## config.mk

```make
export PLATFORM = sky130hd
export DESIGN_NAME = legv8_fetch_sequencer
export DESIGN_NICKNAME = d
export VERILOG_FILES = /design/src/rtl/legv8_fetch_sequencer.sv
export SDC_FILE = /design/constraint.sdc
export NUM_CORES = 1
export LEC_CHECK = 0
export ABC_AREA = 1
export CORE_MARGIN = 2
export CORE_UTILIZATION = 37
export CTS_CLUSTER_SIZE = 12
export DETAILED_ROUTE_END_ITERATION = 12
export DONT_BUFFER_PORTS = 1
export PLACE_DENSITY = 0.58
export SLEW_MARGIN = 20
export SYNTH_ARGS = -nofsm -noshare
export SYNTH_HDL_FRONTEND = slang
export SYNTH_SLANG_ARGS = --single-unit
```

## constraint.sdc

```tcl
create_clock -name clk_i -period 1.6 [get_ports clk_i]
set_input_delay 0.24 -clock clk_i [delete_from_list [all_inputs] [get_ports clk_i]]
set_output_delay 0.24 -clock clk_i [all_outputs]
set_load 0.005 [all_outputs]
```

## src/rtl/legv8_fetch_sequencer.sv

```systemverilog
// -----------------------------------------------------------------------------
// legv8_fetch_sequencer
//   Instruction fetch/issue sequencer for the LEGv8 datapath. Owns the program
//   counter. It fetches 32-bit words from instruction memory over a req/ack
//   handshake and presents each word to the controller over valid/ready. It
//   applies branch redirects at issue time and stops on a HALT opcode.
//
//   Optional feature macro: FETCH_TIMEOUT_EN
//     Defined   : a REQ-state watchdog halts the sequencer with fault_o=1 when
//                 no ack arrives within TIMEOUT_CYC cycles.
//     Undefined : REQ waits indefinitely and fault_o is tied to 0.
//
// Ports
//   clk_i            rising-edge clock
//   rst_ni           asynchronous active-low reset
//   start_i          begin execution at pc=0 (honoured in IDLE or HALT only)
//   imem_req_o       fetch request
//   imem_addr_o      fetch address (direct copy of pc)
//   imem_ack_i       fetch complete, imem_rdata_i valid this cycle
//   imem_rdata_i     fetched word
//   instr_o          instruction register to the controller
//   instr_valid_o    instr_o holds an unissued instruction
//   instr_ready_i    controller accepts instr_o
//   branch_taken_i   redirect, looked at only in the issue-handshake cycle
//   branch_target_i  redirect address
//   pc_o             current program counter
//   icount_o         issued-instruction count (saturating)
//   halted_o         sequencer is in HALT
//   fault_o          fetch timeout occurred
// -----------------------------------------------------------------------------
module legv8_fetch_sequencer #(
  parameter int          PC_W        = 8,
  parameter logic [9:0]  HALT_OPCODE = 10'b1111111111,
  parameter int          TIMEOUT_CYC = 15
) (
  input  logic            clk_i,
  input  logic            rst_ni,
  input  logic            start_i,
  output logic            imem_req_o,
  output logic [PC_W-1:0] imem_addr_o,
  input  logic            imem_ack_i,
  input  logic [31:0]     imem_rdata_i,
  output logic [31:0]     instr_o,
  output logic            instr_valid_o,
  input  logic            instr_ready_i,
  input  logic            branch_taken_i,
  input  logic [PC_W-1:0] branch_target_i,
  output logic [PC_W-1:0] pc_o,
  output logic [15:0]     icount_o,
  output logic            halted_o,
  output logic            fault_o
);

  typedef enum logic [1:0] {
    S_IDLE  = 2'd0,
    S_REQ   = 2'd1,
    S_ISSUE = 2'd2,
    S_HALT  = 2'd3
  } state_e;

  state_e          state_q, state_d;
  logic [PC_W-1:0] pc_q, pc_d;
  logic [31:0]     instr_q, instr_d;
  logic [15:0]     icount_q, icount_d;
  logic            imem_req_q, instr_valid_q, halted_q;

`ifdef FETCH_TIMEOUT_EN
  localparam int CNT_W = $clog2(TIMEOUT_CYC + 1);
  logic [CNT_W-1:0] cnt_q, cnt_d;
  logic             fault_q, fault_d;
`endif

  // Next-state, datapath and watchdog updates.
  always_comb begin
    state_d  = state_q;
    pc_d     = pc_q;
    instr_d  = instr_q;
    icount_d = icount_q;
`ifdef FETCH_TIMEOUT_EN
    fault_d  = fault_q;
    // Counter restarts whenever REQ is (re)entered; it counts ack-less cycles.
    if ((state_q != S_REQ) || imem_ack_i) begin
      cnt_d = '0;
    end else begin
      cnt_d = cnt_q + {{(CNT_W-1){1'b0}}, 1'b1};
    end
`endif
    case (state_q)
      S_IDLE: begin
        if (start_i) begin
          state_d = S_REQ;
        end else begin
          state_d = S_IDLE;
        end
      end
      S_REQ: begin
        // An ack in the limit cycle still wins over the watchdog.
        if (imem_ack_i) begin
          instr_d = imem_rdata_i;
          if (imem_rdata_i[31:22] == HALT_OPCODE) begin
            state_d = S_HALT;
          end else begin
            state_d = S_ISSUE;
          end
`ifdef FETCH_TIMEOUT_EN
        end else if (cnt_q == CNT_W'(TIMEOUT_CYC - 1)) begin
          state_d = S_HALT;
          fault_d = 1'b1;
`endif
        end else begin
          state_d = S_REQ;
        end
      end
      S_ISSUE: begin
        if (instr_ready_i) begin
          state_d = S_REQ;
          if (icount_q != 16'hFFFF) begin
            icount_d = icount_q + 16'd1;
          end else begin
            icount_d = icount_q;
          end
          // pc+1 wraps naturally at PC_W bits.
          if (branch_taken_i) begin
            pc_d = branch_target_i;
          end else begin
            pc_d = pc_q + {{(PC_W-1){1'b0}}, 1'b1};
          end
        end else begin
          state_d = S_ISSUE;
        end
      end
      S_HALT: begin
        if (start_i) begin
          state_d  = S_REQ;
          pc_d     = '0;
          icount_d = 16'd0;
`ifdef FETCH_TIMEOUT_EN
          fault_d  = 1'b0;
`endif
        end else begin
          state_d = S_HALT;
        end
      end
      default: begin
        state_d = S_IDLE;
      end
    endcase
  end

  // State, datapath and registered status flags (flags decoded from state_d).
  always_ff @(posedge clk_i or negedge rst_ni) begin
    if (!rst_ni) begin
      state_q       <= S_IDLE;
      pc_q          <= '0;
      instr_q       <= 32'd0;
      icount_q      <= 16'd0;
      imem_req_q    <= 1'b0;
      instr_valid_q <= 1'b0;
      halted_q      <= 1'b0;
    end else begin
      state_q       <= state_d;
      pc_q          <= pc_d;
      instr_q       <= instr_d;
      icount_q      <= icount_d;
      imem_req_q    <= (state_d == S_REQ);
      instr_valid_q <= (state_d == S_ISSUE);
      halted_q      <= (state_d == S_HALT);
    end
  end

`ifdef FETCH_TIMEOUT_EN
  // Watchdog counter and sticky fault flag.
  always_ff @(posedge clk_i or negedge rst_ni) begin
    if (!rst_ni) begin
      cnt_q   <= '0;
      fault_q <= 1'b0;
    end else begin
      cnt_q   <= cnt_d;
      fault_q <= fault_d;
    end
  end
  assign fault_o = fault_q;
`else
  assign fault_o = 1'b0;
`endif

  assign imem_req_o    = imem_req_q;
  assign imem_addr_o   = pc_q;
  assign instr_o       = instr_q;
  assign instr_valid_o = instr_valid_q;
  assign pc_o          = pc_q;
  assign icount_o      = icount_q;
  assign halted_o      = halted_q;

endmodule

```

==> results <==
- Across every metal layer, demand over resource in global routing totals 16.0%.
- In this run the most used layer during global routing was met2.
- The number of global-route vias before repair was 2,278.
- The final weighted congestion in routability-driven placement is 0.785.
- In this run the horizontal extent of the chip is 94.4 um.
- The maximum clock rate is 661 MHz.
- The clock input transition at the sequential cells of the worst setup and hold paths is 80 ps.
- The largest family of logic cells by synthesized area is simple AND/OR/NAND/NOR gates.
- The proportion of netlist area held by the largest area contributor is 50.5%.
- The maximum count of clock buffers along a single path is 2.
- In the routed design, unresolved DRC markers number 0.
- The pin count of the biggest net entering global routing is 62.
- The most used flip-flop cell after synthesis is dfrtp_1.
- The total of flip-flops plus latches after synthesis is 61.
- The total negative slack for setup checks is 0 ps.
- In the final design database the tool counted 397 nets.
- STA puts the critical path data arrival time at 1730 ps.
- The xor-xnor portion of the synthesized cell area is 2.32%.
- Synthesis handed over a netlist of 330 instances.
- Detailed placement finished with a half-perimeter wire length of 4.88 mm.
- Measured along the y axis, the die boundary spans 94.4 um.
- During placement, the flow inserted port buffers numbering 0.
- For this design the static power due to leakage is 0.00158 uW.
- The synthesized area per cell is 9.15 sq um.
- The reg-to-reg endpoint is icount_o[4].
- The core region is 7810 sq um.
- By area the synthesized netlist is led by dfrtp_1 51%, mux2_2 11%, nand2_1 10%.
- The die covers 8900 sq um.
- The synthesized netlist devotes 21.8% of its cell area to simple gates.
- The boundary pin count is 114.
- The number of buffers and inverters on the critical path is 0.
- The number of non-filler instances in the completed layout is 456.
- The cell sitting at the root of the clock tree is a clkbuf_8.
- The run finished, with violations left.
- The number of different library cells in the post-synthesis netlist is 30.
- The placed instance area is 3220 sq um.
- The commonest cells after synthesis are 81 x nand2_1, 61 x dfrtp_1, 32 x nor2_1, 30 x mux2_2, 25 x inv_1.
- The detailed-routing iteration count for the pre-antenna-repair pass is 4.
- The repair_antennas step left the layout with diodes totalling 0.
- The cell type with the largest total area after synthesis is dfrtp_1.
- The total global routing overflow is 0.
- The type of origin of the critical path is a flop.
- The critical path goes through ha_2 -> nand2_2 -> nor2_4 -> nand2_2 -> nor2_2 -> nand2_4 -> nand2_4 -> o21ai_1.
- The path depth of the worst reg2reg path is 8.
- After detailed routing, the average wire length per cell comes to 15.3 um.
- The worst voltage drop across the vdd grid is 0.765 mV.
- The hold violation total from the final report was 61.
- The slowest library cell on the worst path is dfrtp_1.
- Across the run, the number of max-cap violations was 0.
- The largest single stage delay on the critical path is 350 ps.
- The maximum fanout along the worst path is 13.
- The initial utilization of the core area, before any placement, comes to 38.7%.
- The number of H-tree levels is 3.
- The ratio of total power to cell area is 1590 nW/um^2.
- For this run, global-route usage on met3 was measured as 6.30%.
- Measured against the total synthesized area, the mux share comes to 11.2%.
- The floorplan row count is 32.
- At the worst endpoint, the required time is 1820 ps.
- During synthesis, Yosys emitted a total of 0 warnings.
- The classification of the worst-slack hold path is in2async.
- Clock tree synthesis inserted a total of 9 buffers.
- For this run, the register share of the synthesized area comes to 50.5%.
- Of all flip-flops after synthesis, the portion carrying an async set or reset was 100%.
- The sequential cell area in the final layout is 1530 sq um.
- In the post-synthesis netlist, the cell with the most instances is nand2_1.
- TritonCTS built the clock tree.
- The critical path endpoint category is a flop.
- Using the TritonRoute via totals, the vias-per-cell ratio works out to 4.94.
- Setup repair after global routing could not meet its margin everywhere.
- The final setup skew is 10.3 ps.
- The combined area of the multi-input logic cells is 1330 sq um.
- The fraction of final layout cells with drive strength greater than 1 is 24.6%.
- In this run, the number of DRC markers left after iteration 0 of detailed routing was 86.
- The final number of setup-violating endpoints is 0.
- In this run the critical register-to-register path is launched from icount_o[0].
- The layout overhead on the synthesized area is 15.0%.
- The clock insertion delay at the later pin of the skew report is 330 ps.
- The family with the most delay on the worst path is simple AND/OR/NAND/NOR gates.
- The clock period minus final worst setup slack is 1510 ps.
- In this run the remaining antenna-violating nets after routing total 0.
- The post-synthesis compound-gate area fraction is 6.38%.
- The final reports fail on hold timing.
- The detailed-route via count is 2,252.
- The setup slack of the most critical reg-to-reg path is 90 ps.
- Counting every sink on the clock net gives 61.
- Summing the areas of all fa, ha and maj instances in the mapped netlist gives 0.829% of the synthesized area.
- Final hold analysis gives a worst-case slack of -406 ps.
- The type of the setup path with the least slack is reg2reg.
- The total wire length is 6.96 mm.
- The synthesized netlist occupies a cell area of 3020 sq um.
- Dividing the final minimum period by the clock period gives 94.5%.
- The number of max-slew violations in the final report came to 0.
- The met2 track utilization from global routing is 24.9%.
- The global-route wire length before repair is 11.0 mm.
- The number of antenna violations at the first check in global routing is 0.
- The post-placement cell count is 439.
- The met1 track utilization from global routing is 20.0%.
- The post-synth net total is 378.
- The layout has 788 filler cells.
- After routing the design area is 3470 sq um.
- The synthesized design contains 0 enable-type register cells.
[per-layer routing]
layer / wire length (um) / vias up
met5: 0 / -
met4: 112 / 0
met3: 603 / 8
met2: 3190 / 74
met1: 3050 / 1057
li1: - / 1113
[repair_timing]
action                                 4_1_cts  5_1_grt
resized for setup                            0        7
buffers inserted                             0        0
setup endpoints to repair                    0       16
endpoints found under the hold margin       61       61
[layout make-up]
class	instances	area share, %
clock inverters	6	2.52
well taps	102	3.67
repair buffers	22	5.11
multi-input cells	229	38.3
inverters	26	2.81
clock buffers	10	3.67
flip-flops and latches	61	43.9
[placed cells by master (no fill, tap or decap), types with 2 or more instances in the layout]
| cell | instances |
|---|---|
| nand2_4 | 2 |
| or2_2 | 3 |
| bufinv_16 | 2 |
| clkinvlp_4 | 3 |
| mux2_2 | 30 |
| nand2_1 | 80 |
| o21ai_2 | 4 |
| o21ai_0 | 14 |
| dfrtp_1 | 61 |
| nand2_2 | 4 |
| inv_1 | 25 |
| a21oi_1 | 3 |
| nor2_1 | 31 |
| nand4_1 | 8 |
| nor2_4 | 2 |
| o21ai_1 | 9 |
| buf_4 | 21 |
| clkbuf_8 | 9 |
| nand3_1 | 19 |
| nor2_2 | 2 |
| xor2_1 | 7 |
[report_power, final]
part | switching (uW) | internal (uW)
registers | 504 | 2110
logic | 716 | 691
clock network | 628 | 875
total | 1850 | 3680
[worst max path at each step]
stage | start | cells past startpoint | slack (ps) | end
floorplan | icount_o[0] | 10 | 60 | icount_o[9]
detailed placement | icount_o[0] | 9 | 30 | icount_o[0]
finish | icount_o[0] | 8 | 90 | icount_o[4]
global placement | icount_o[0] | 9 | 70 | icount_o[13]
CTS | icount_o[0] | 9 | 7 | icount_o[13]
global route | icount_o[1] | 10 | -50 | icount_o[14]
[per-stage QoR]
step	util, %	setup slack, ps	power, uW
after global routing	44.5	-45.4	5880
after floorplan	-	63.5	3660
final	44.5	87.2	5530
after global placement	41.2	73.8	3960
after CTS	44.0	7.06	5530
after detailed placement	41.2	34.9	4000
[worst register-to-register path, delay by kind of cell, from the launching register on]
family	cells	cell delay [ps]
AOI/OAI and AO/OA	1	100
DFF	1	350
and+or+nand+nor	6	730
adders and majority gates	1	220
[flip-flops by register name, summed over array words and instances (netlist names)]
| name | flops |
|---|---|
| instr_o | 32 |
| icount_o | 16 |
| imem_addr_o | 8 |
| state_q | 2 |
| halted_o | 1 |
| imem_req_o | 1 |
| instr_valid_o | 1 |
[kinds of logic after synthesis]
family | after synthesis
compound gates | 34
flops | 61
xor+xnor | 8
buf+inv | 41
fa+ha+maj | 2
other cells | 1
simple gates | 153
mux | 30
No activity file was read; power rests on OpenSTA's default activity.
